File: src/rtl/counter_run_ctrl.sv
// Run controller for a modulo-N count register: start / pause / single-step / clear,
// lap counting with an optional stop after a programmed number of laps.
module counter_run_ctrl #(
  parameter int WIDTH       = 3,
  parameter int DEFAULT_MAX = 6,
  parameter int LAP_W       = 4
) (
  input  logic             CLK,
  input  logic             RST,
  input  logic             START,
  input  logic             PAUSE,
  input  logic             STEP,
  input  logic             CLR,
  input  logic [WIDTH-1:0] MAX,
  input  logic [LAP_W-1:0] LAPS,
  output logic [WIDTH-1:0] Q,
  output logic             WRAP,
  output logic [LAP_W-1:0] LAP_CNT,
  output logic             BUSY,
  output logic             DONE,
  output logic [1:0]       state_dbg
);

  // Handshake: none; all control inputs are level-sampled on the rising edge of CLK,
  // one decision per cycle with priority RST > CLR > PAUSE > START > STEP.

  typedef enum logic [1:0] {
    S_IDLE  = 2'd0,
    S_RUN   = 2'd1,
    S_PAUSE = 2'd2,
    S_DONE  = 2'd3
  } state_t;

  localparam logic [WIDTH-1:0] DEF_MAX = WIDTH'(DEFAULT_MAX);

  state_t             state_r, state_n;
  logic [WIDTH-1:0]   q_r, q_n;
  logic               wrap_r, wrap_n;
  logic [LAP_W-1:0]   lap_r, lap_n;
  logic [WIDTH-1:0]   max_r, max_n;
  logic [LAP_W-1:0]   laps_r, laps_n;

  logic               do_adv;
  logic               adv_wrap;
  logic [LAP_W-1:0]   lap_inc;

  // ">=" rather than "==" so an out-of-range count recovers as a wrap.
  assign adv_wrap = (q_r >= max_r);
  assign lap_inc  = lap_r + 1'b1;

  always_comb begin
    state_n = state_r;
    q_n     = q_r;
    wrap_n  = 1'b0;
    lap_n   = lap_r;
    max_n   = max_r;
    laps_n  = laps_r;
    do_adv  = 1'b0;

    if (CLR) begin
      state_n = S_IDLE;
      q_n     = '0;
      lap_n   = '0;
    end else begin
      case (state_r)
        S_IDLE, S_DONE: begin
          if (START) begin
            state_n = S_RUN;
            max_n   = (MAX == '0) ? DEF_MAX : MAX;
            laps_n  = LAPS;
            q_n     = '0;
            lap_n   = '0;
          end
        end
        S_RUN: begin
          if (PAUSE) state_n = S_PAUSE;
          else       do_adv  = 1'b1;
        end
        S_PAUSE: begin
          if (!PAUSE) begin
            if (START)     state_n = S_RUN;
            else if (STEP) do_adv  = 1'b1;
          end
        end
        default: state_n = S_IDLE;
      endcase

      if (do_adv) begin
        if (adv_wrap) begin
          q_n    = '0;
          wrap_n = 1'b1;
          lap_n  = lap_inc;
          if ((laps_r != '0) && (lap_inc == laps_r)) state_n = S_DONE;
        end else begin
          q_n = q_r + 1'b1;
        end
      end
    end
  end

  always_ff @(posedge CLK) begin
    if (RST) begin
      state_r <= S_IDLE;
      q_r     <= '0;
      wrap_r  <= 1'b0;
      lap_r   <= '0;
      max_r   <= DEF_MAX;
      laps_r  <= '0;
    end else begin
      state_r <= state_n;
      q_r     <= q_n;
      wrap_r  <= wrap_n;
      lap_r   <= lap_n;
      max_r   <= max_n;
      laps_r  <= laps_n;
    end
  end

  assign Q         = q_r;
  assign WRAP      = wrap_r;
  assign LAP_CNT   = lap_r;
  assign BUSY      = (state_r == S_RUN) || (state_r == S_PAUSE);
  assign DONE      = (state_r == S_DONE);
  assign state_dbg = state_r;

endmodule

File: config.mk
export PLATFORM = sky130hd
export DESIGN_NAME = counter_run_ctrl
export DESIGN_NICKNAME = d
export VERILOG_FILES = /design/src/rtl/counter_run_ctrl.sv
export SDC_FILE = /design/constraint.sdc
export NUM_CORES = 1
export LEC_CHECK = 0
export CORE_MARGIN = 2
export CORE_UTILIZATION = 30
export CTS_BUF_LIST = sky130_fd_sc_hd__clkbuf_16
export DETAILED_ROUTE_END_ITERATION = 6
export GPL_ROUTABILITY_DRIVEN = 0
export PLACE_DENSITY = 0.57
export SYNTH_ARGS = -nofsm -noshare
export SYNTH_HDL_FRONTEND = slang
export SYNTH_SLANG_ARGS = --single-unit
File: constraint.sdc
create_clock -name CLK -period 2.26 [get_ports CLK]
set_clock_uncertainty 0.2 [all_clocks]
set_input_delay 0.339 -clock CLK [delete_from_list [all_inputs] [get_ports CLK]]
set_output_delay 0.339 -clock CLK [all_outputs]
set_load 0.05 [all_outputs]
==> impl_metrics.py, run 1 <==
metrics = {
    "yosys": {
        "synth_top_area_share_pct": 34.0,
        "synth.area.top_cells": "dfxtp_1 (34%), ha_1 (10%), a21oi_1 (6.5%)",
        "synth-main-ff-cell": "dfxtp_1",
        "postSynthCellCount": 118,
        "synth_seq_cells": 17,
        "synthSimpleGateAreaFrac_pct": 22.0,
        "synth_common_cells": "dfxtp_1 (17), a21oi_1 (13), nand2_1 (13)",
        "synth_compound_area_share_pct": 21.3,
        "synth_cell_types": 36,
        "avgSynthCellArea_um2": 8.49,
        "synthArstFlopShare_pct": 0,
        "synth_xor_area_share_pct": 5.12,
        "synth_edf_count": 0,
        "yosys_warnings": 0,
        "yosysMostFrequentCell": "dfxtp_1",
        "synthAdderAreaFrac_pct": 9.99,
        "synthMuxAreaShare_pct": 2.00,
        "syn_nets": 139,
        "yosys.area.top_type": "dfxtp_1",
        "synth_area_um2": 1000,
        "synth-seq-area-share_pct": 34.0,
        "synth_top_family_by_area": "simple AND/OR/NAND/NOR gates",
    },
    "timing": {
        "min_period_ns": 2.08,
        "finalSetupViolations": 0,
        "grt_setup_unrepaired": "no",
        "hold_viol": 0,
        "period_share_pct": 92.1,
        "fmax_mhz": 480,
        "worst-slew-pin-transition_ns": 0.533,
        "slew_headroom_pct": 64.3,
        "final.setup.tns_ns": 0,
        "slew_violations": 0,
    },
    "power": {
        "power_mw": 0.764,
        "p_clk_share_pct": 45.4,
        "swShare_pct": 22.3,
        "powerDensity_nw_per_um2": 537,
        "p_comb_share_pct": 13.5,
        "seqPwrFrac_pct": 41.1,
        "intPower_mw": 0.594,
        "leakage_nw": 0.572,
        "p_sw_mw": 0.171,
        "ir_drop_v": 0.000344,
    },
    "grt": {
        "grt_start_max_net_pins": 10,
        "grt_pass1_vias": 919,
        "grt_antenna_before_repair": 0,
        "grt_overflow_total": 0,
        "grt_pass1_wl_mm": 3.90,
        "groute.usage.overall_pct": 13.7,
    },
    "worst_setup_path": {
        "cp_slowest_stage_delay_ns": 0.79,
        "crit_type": "flop to primary output",
        "endpoint_kind": "primary output",
        "timing.rr.start": "state_dbg[0]",
        "worstPathArrival_ns": 1.54,
        "crit_start": "state_dbg[1]",
        "worstPathMaxFanout": 5,
        "crit_chain": "ha_1 -> clkdlybuf4s50_1",
        "crit_slowest_cell": "clkdlybuf4s50_1",
        "regToRegSetupSlack_ns": 0.21,
        "critPathLaunchType": "flop",
        "rr_endpoint": "LAP_CNT[3]",
        "ff2ff_path_depth": 6,
        "cp.required_ns": 1.72,
    },
    "cts": {
        "cts_root_buffer": "clkbuf_16",
        "cts_buffers": 3,
        "clock_latency_ns": 0.24,
        "clockBufferDepth": 2,
        "h-tree-depth": 1,
        "cts.sinks": 17,
        "cts_tree": "done",
        "path_clk_slew_ns": 0.05,
    },
    "floorplanning": {
        "core_um2": 3130,
        "ios": 25,
        "fp.dieH_um": 61.8,
        "dieArea_um2": 3820,
        "start_util_pct": 32.0,
        "row_count": 20,
        "fp.dieW_um": 61.8,
    },
    "place": {
        "port-buffer-count": 24,
        "dp_cells": 190,
        "dp.final_hpwl_mm": 1.85,
    },
    "drt": {
        "antenna_left": 0,
        "drt_pass1_iterations": 4,
        "viasPerCell": 5.04,
        "wl_mm": 2.37,
        "drc": 0,
        "wl_per_cell_um": 12.2,
        "drt-initial-drc-count": 71,
        "dr_total_vias": 977,
    },
    "hold_path": {
        "holdPathStages": 2,
        "hold_start": "max_r[2]",
        "hold_path_class": "flop to flop",
        "min_to": "max_r[2]",
    },
    "final_layout": {
        "multi_input_area_um2": 613,
        "filler_cell_count": 311,
        "nets": 172,
        "seq_area_um2": 344,
        "antennaDiodeCount": 0,
        "final_cells": 194,
        "areaGrowthSynthToFinish_pct": 42.1,
        "drive_gt1_share_pct": 13.3,
    },
    "flow_run": {
        "cap_violations": 0,
    },
    "run_status": {
        "outcome": "completed",
    },
}
==> critical path: cells and delay by family (launching register included) <==
family | cells | cell delay, ns
buffers and inverters | 1 | 0.79
flip-flops | 1 | 0.36
adder cells (fa/ha/maj) | 1 | 0.14
==> logic make-up (layout without fill, tap and decap cells) <==
kind of cell             count (synthesis)  after routing
XOR/XNOR                                 5              5
adder cells (fa/ha/maj)                  8              8
buffers and inverters                   11             43
multiplexers                             2              2
AO/OA/AOI/OAI                           32             32
AND/OR/NAND/NOR                         43             43
flip-flops                              17             17
==> state kept, by name (all words and copies together) (netlist names) <==
signal,cells
laps_r,4
WRAP,1
Q,3
max_r,3
state_dbg,2
LAP_CNT,4
==> cell usage in the layout (no fill, tap or decap), types with 2 or more instances in the layout <==
cell,n
ha_1,8
o211ai_1,2
nor2_1,9
nand2_1,13
or4_1,3
dfxtp_1,14
inv_1,9
dfxtp_2,3
a21oi_1,13
nand2b_1,2
clkdlybuf4s50_1,23
mux2i_1,2
buf_4,7
xor2_1,2
o21ai_0,3
o311ai_0,3
or2_2,2
xnor2_1,2
o32ai_1,2
nand3_1,6
clkbuf_16,3
nand3b_1,2
==> repair_timing <==
item	in CTS	in global routing
setup buffers	0	0
endpoints found under the setup margin	0	1
resized for setup	0	1
hold buffers	0	0
==> per-stage QoR <==
step | setup slack (ns) | area (µm²) | utilization [%] | hold WS, ns
floorplan | 0.0367 | 1010 | - | 0.237
global placement | 0.138 | 1340 | 42.8 | 0.259
detailed placement | 0.127 | 1340 | 42.8 | 0.266
CTS | 0.171 | 1420 | 45.3 | 0.278
global route | 0.0817 | 1420 | 45.5 | 0.304
finish | 0.178 | 1420 | 45.5 | 0.271
==> power by group through the flow <==
| stage | clock (mW) | combinational [mW] | sequential (mW) |
|---|---|---|---|
| finish | 0.347 | 0.103 | 0.314 |
| global placement | 0 | 0.0996 | 0.320 |
| floorplan | 0 | 0.0545 | 0.322 |
| global route | 0.364 | 0.113 | 0.315 |
| CTS | 0.353 | 0.102 | 0.314 |
| detailed placement | 0 | 0.101 | 0.320 |
==> final cells by class <==
class | count | area share [%]
clock inverters | 1 | 0.264
clock buffers | 3 | 5.27
multi-input cells | 90 | 43.1
inverters | 8 | 2.11
flip-flops and latches | 17 | 24.2
well taps | 44 | 3.87
repair buffers | 31 | 21.3
==> per-layer routing <==
layer / routed length (µm) / GRT usage [%] / vias up
met3: 141 / 2.48 / 0
met5: 0 / 0 / -
met2: 1110 / 25.3 / 38
met4: 0 / 2.74 / 0
met1: 1120 / 16.7 / 445
li1: - / - / 494
==> worst max-delay path by stage <==
stage | end | depth (start not counted)
3_5_place_dp | LAP_CNT[3] | 5
3_3_place_gp | state_dbg[0] | 4
5_1_grt | LAP_CNT[3] | 6
2_1_floorplan | LAP_CNT[3] | 6
4_1_cts | DONE | 2
6_report | DONE | 2
Power figures use the tool's default switching activity.
==> inputs of run 2 (changes only) <==
Settings changed: CELL_PAD_IN_SITES_DETAIL_PLACEMENT set to 2, CELL_PAD_IN_SITES_GLOBAL_PLACEMENT set to 2, CORE_UTILIZATION 30 to 28, PLACE_DENSITY 0.57 to 0.82.
==> run 2 against run 1 <==
Effect of this change:
- total power rose by 2.0%
- clock power rose by 2%
- core utilization fell by 3.4 points
- fmax fell by 1.7%
- register-to-register slack got worse by 0.07 ns
- hold slack improved by 0.0068 ns
- via count rose by 3.6%
- sequential share of layout area barely moved
- combinational power rose by 7%
- largest cell class unchanged
- worst setup slack got worse by 0.037 ns
- final cell count rose by 1.5%
==> impl_metrics.py, run 2 (synthesis gave the netlist of run 1 again) <==
metrics = {
    "drt": {
        "viasPerCell": 5.14,
        "drt-initial-drc-count": 14,
        "top_layer": "met4",
        "wl_met3_um": 131,
        "antenna_left": 0,
        "wl_mm": 3.41,
        "wl_met2_mm": 1.90,
        "dr_total_vias": 1012,
        "drt_pass1_iterations": 4,
        "wl_per_cell_um": 17.3,
        "drc": 0,
        "wl_met1_mm": 1.33,
    },
    "floorplanning": {
        "fp.dieH_um": 63.8,
        "row_count": 21,
        "ios": 25,
        "start_util_pct": 29.6,
        "dieArea_um2": 4070,
        "fp.dieW_um": 63.8,
        "core_um2": 3390,
    },
    "cts": {
        "cts_tree": "done",
        "holdBufCountCts": 0,
        "clockBufferDepth": 2,
        "h-tree-depth": 1,
        "cts_buffers": 3,
        "cts_root_buffer": "clkbuf_16",
        "cts.sinks": 17,
        "clock_latency_ns": 0.25,
        "path_clk_slew_ns": 0.05,
    },
    "worst_setup_path": {
        "crit_type": "flop to flop",
        "worstPathArrival_ns": 2.08,
        "endpoint_kind": "flop",
        "worstPathMaxFanout": 9,
        "cp.required_ns": 2.22,
        "critPathLaunchType": "flop",
    },
    "grt": {
        "grt_pass1_wl_mm": 5.80,
        "grt_overflow_total": 0,
        "grt_start_max_net_pins": 10,
        "grt_pass1_vias": 1182,
        "groute.usage.overall_pct": 18.7,
        "grt_antenna_before_repair": 0,
    },
    "timing": {
        "hold_viol": 0,
        "period_share_pct": 93.8,
        "fmax_mhz": 472,
        "whs_ns": 0.277,
        "grt_setup_unrepaired": "no",
        "slew_headroom_pct": 63.3,
        "finalSetupViolations": 0,
        "fin_ws_ns": 0.141,
        "slew_violations": 0,
        "worst-slew-pin-transition_ns": 0.549,
        "min_period_ns": 2.12,
        "final.setup.tns_ns": 0,
    },
    "place": {
        "dp.final_hpwl_mm": 2.70,
        "place_area_um2": 1350,
        "dp_slack_ns": 0.0356,
        "port-buffer-count": 24,
    },
    "final_layout": {
        "drive_gt1_share_pct": 13.9,
        "areaGrowthSynthToFinish_pct": 42.3,
        "final_common_cell": "clkdlybuf4s50_1",
        "nets": 173,
        "mostFrequentLayoutCells": "clkdlybuf4s50_1 (23), dfxtp_1 (14), nand2_1 (13), a21oi_1 (13)",
        "antennaDiodeCount": 0,
        "design_area_um2": 1430,
    },
    "hold_path": {
        "hold_path_class": "flop to flop",
    },
    "power": {
        "p_sw_mw": 0.185,
        "swShare_pct": 23.7,
        "ir_drop_v": 0.000239,
        "powerDensity_nw_per_um2": 547,
        "p_clk_share_pct": 45.6,
        "p_comb_share_pct": 14.1,
        "power_mw": 0.780,
        "seqPwrFrac_pct": 40.3,
        "intPower_mw": 0.595,
        "leakage_nw": 0.574,
    },
    "flow_run": {
        "cap_violations": 0,
    },
    "run_status": {
        "outcome": "completed",
    },
}
-- run 2: cell count changes in the layout (fill, tap and decap cells not counted) --
cell	change
a211oi_2	+1
o311ai_0	-2
buf_4	+1
a211oi_4	-1
o311ai_1	+2
-- run 2: critical path, cell delays in order, from the launching register on --
cell and delay [ns]:
dfxtp_2 0.36, inv_1 0.08, ha_1 0.28, nand2b_1 0.15, a211oi_2 0.08, buf_4 0.17, or4_1 0.48, a21oi_1 0.23
-- run 2: per-layer routing --
layer  vias up  GRT usage (%)
li1        494              -
met4         0           5.71
met3         5           2.82
met2        28           37.2
met1       485           19.6
met5         -              0
-- run 2: area by class of cell --
type | instances | area (µm²)
Clock buffer | 3 | 75.1
Clock inverter | 1 | 3.75
Fill cell | 366 | 1960
Inverter | 8 | 30.0
Multi-Input combinational cell | 90 | 606
Sequential cell | 17 | 344
Tap cell | 46 | 57.6
Timing Repair Buffer | 32 | 310
-- run 2: through the flow --
stage,instances,utilization (%)
after global routing,197,42.1
final,197,42.1
after global placement,193,39.8
after CTS,197,42.1
after detailed placement,193,39.8
after floorplan,118,-
-- run 2: power groups by stage --
stage	registers (mW)	clock network, mW	logic [mW]
floorplan	0.322	0	0.0545
global placement	0.320	0	0.103
detailed placement	0.321	0	0.110
CTS	0.314	0.361	0.111
global route	0.315	0.380	0.120
finish	0.314	0.355	0.110
-- run 2: final timing paths --
path	startpoint	endpoint	slack [ns]	cells past startpoint
min	max_r[1]	max_r[1]	0.28	2
max reg2reg	Q[0]	LAP_CNT[0]	0.14	7
min reg2reg	max_r[1]	max_r[1]	0.28	2
max	Q[0]	LAP_CNT[0]	0.14	7
-- run 2: repair_timing --
item                       4_1_cts  5_1_grt
hold endpoints to repair         0        0
resized for setup                0        2
setup endpoints to repair        0        2
buffers inserted                 0        0
==> inputs of run 3 (changes only) <==
Settings changed: MAX_ROUTING_LAYER set to met4.
==> run 3 against run 2 <==
Effect of this change:
- critical path depth unchanged
- flip-flop and latch count unchanged
- wire length up 0.29%
- sequential share of layout area unchanged
- worst setup slack worse by 0.012 ns
- clock power about the same
- combinational power about the same
- design area unchanged
- hold slack about the same
- critical path type unchanged
- highest routed layer unchanged
==> impl_metrics.py, run 3 (synthesis gave the netlist of run 1 again) <==
metrics = {
    "cts": {
        "h-tree-depth": 1,
        "cts.sinks": 17,
        "cts_tree": "done",
        "path_clk_slew_ns": 0.05,
        "clock_latency_ns": 0.25,
        "clockBufferDepth": 2,
        "cts_root_buffer": "clkbuf_16",
        "holdBufCountCts": 0,
        "cts_buffers": 3,
        "cts_setup_buffers": 0,
    },
    "floorplanning": {
        "start_util_pct": 29.6,
        "core_um2": 3390,
        "dieArea_um2": 4070,
        "row_count": 21,
        "fp.dieW_um": 63.8,
        "fp.dieH_um": 63.8,
        "ios": 25,
    },
    "power": {
        "power_mw": 0.781,
        "p_clk_share_pct": 45.7,
        "powerDensity_nw_per_um2": 548,
        "seqPwrFrac_pct": 40.2,
        "p_sw_mw": 0.186,
        "ir_drop_v": 0.000241,
        "intPower_mw": 0.595,
        "swShare_pct": 23.8,
        "leakage_nw": 0.574,
        "p_comb_share_pct": 14.1,
    },
    "drt": {
        "drc": 0,
        "wl_mm": 3.42,
        "wl_per_cell_um": 17.3,
        "antenna_left": 0,
        "viasPerCell": 5.15,
        "dr_total_vias": 1015,
        "drt-initial-drc-count": 16,
        "drt_pass1_iterations": 4,
    },
    "timing": {
        "min_period_ns": 2.13,
        "period_share_pct": 94.3,
        "worst-slew-pin-transition_ns": 0.538,
        "fmax_mhz": 469,
        "finalSetupViolations": 0,
        "grt_setup_unrepaired": "no",
        "hold_viol": 0,
        "slew_headroom_pct": 64.0,
        "slew_violations": 0,
        "final.setup.tns_ns": 0,
        "whs_ns": 0.278,
        "fin_ws_ns": 0.129,
    },
    "hold_path": {
        "hold_path_class": "flop to flop",
    },
    "worst_setup_path": {
        "crit_type": "flop to flop",
        "crit_chain": "inv_1 -> ha_1 -> nand2b_1 -> a211oi_2 -> buf_4 -> or4_1 -> a21oi_1",
        "cp.required_ns": 2.22,
        "critPathLaunchType": "flop",
        "cp_slowest_stage_delay_ns": 0.48,
        "endpoint_kind": "flop",
        "crit_slowest_cell": "or4_1",
        "worstPathMaxFanout": 9,
        "worstPathArrival_ns": 2.09,
    },
    "final_layout": {
        "design_area_um2": 1430,
        "mostFrequentLayoutCells": "clkdlybuf4s50_1 (23), dfxtp_1 (14), nand2_1 (13), a21oi_1 (13)",
        "final_common_cell": "clkdlybuf4s50_1",
        "areaGrowthSynthToFinish_pct": 42.3,
        "drive_gt1_share_pct": 13.9,
        "antennaDiodeCount": 0,
        "nets": 173,
    },
    "place": {
        "place_area_um2": 1350,
        "port-buffer-count": 24,
        "dp_slack_ns": 0.0356,
        "dp.final_hpwl_mm": 2.70,
    },
    "run_status": {
        "outcome": "completed",
    },
    "grt": {
        "grt_pass1_wl_mm": 5.83,
        "groute.usage.overall_pct": 19.2,
        "grt_start_max_net_pins": 10,
        "grt_pass1_vias": 1180,
        "grt_overflow_total": 0,
        "grt_antenna_before_repair": 0,
    },
    "flow_run": {
        "cap_violations": 0,
    },
}
## run 3: cell counts in the layout (fill, tap and decap cells not counted)
Identical to the previous run, type by type.
## run 3: final timing paths
check / from / to / slack [ns] / cells after the start
worst max register to register: Q[0] / LAP_CNT[0] / 0.13 / 7
worst min-delay path: max_r[1] / max_r[1] / 0.28 / 2
worst min register to register: max_r[1] / max_r[1] / 0.28 / 2
worst max-delay path: Q[0] / LAP_CNT[0] / 0.13 / 7
## run 3: timing repair
action                     4_1_cts  5_1_grt
gates resized for setup          0        2
hold endpoints to repair         0        0
setup endpoints to repair        0        2
## run 3: cell type report
class | count | area [µm²]
timing repair buffer | 32 | 310
clock buffer | 3 | 75.1
multi-input combinational | 90 | 606
sequential | 17 | 344
fill | 366 | 1960
inverter | 8 | 30.0
clock inverter | 1 | 3.75
tap | 46 | 57.6
## run 3: stage by stage
stage | instances | utilization, %
2_1_floorplan | 118 | -
3_3_place_gp | 193 | 39.8
3_5_place_dp | 193 | 39.8
4_1_cts | 197 | 42.1
5_1_grt | 197 | 42.1
6_report | 197 | 42.1
## run 3: worst max-delay path, delay by kind of cell (launching register included)
family | cells | cell delay (ns)
AO/OA/AOI/OAI | 2 | 0.31
adder cells (fa/ha/maj) | 1 | 0.28
buffers and inverters | 2 | 0.25
flip-flops | 1 | 0.36
AND/OR/NAND/NOR | 2 | 0.63
## run 3: power groups by stage
stage,Sequential [mW],Clock (mW),Combinational (mW)
final,0.314,0.357,0.110
after CTS,0.314,0.361,0.111
after global placement,0.320,0,0.103
after global routing,0.315,0.381,0.120
after detailed placement,0.321,0,0.110
after floorplan,0.322,0,0.0545
## run 3: routing by layer
layer / track usage [%] / vias up / wire, µm
met1: 19.9 / 489 / 1330
li1: - / 495 / -
met4: 5.71 / 0 / 43
met5: - / - / 0
met2: 37.2 / 26 / 1910
met3: 2.64 / 5 / 134
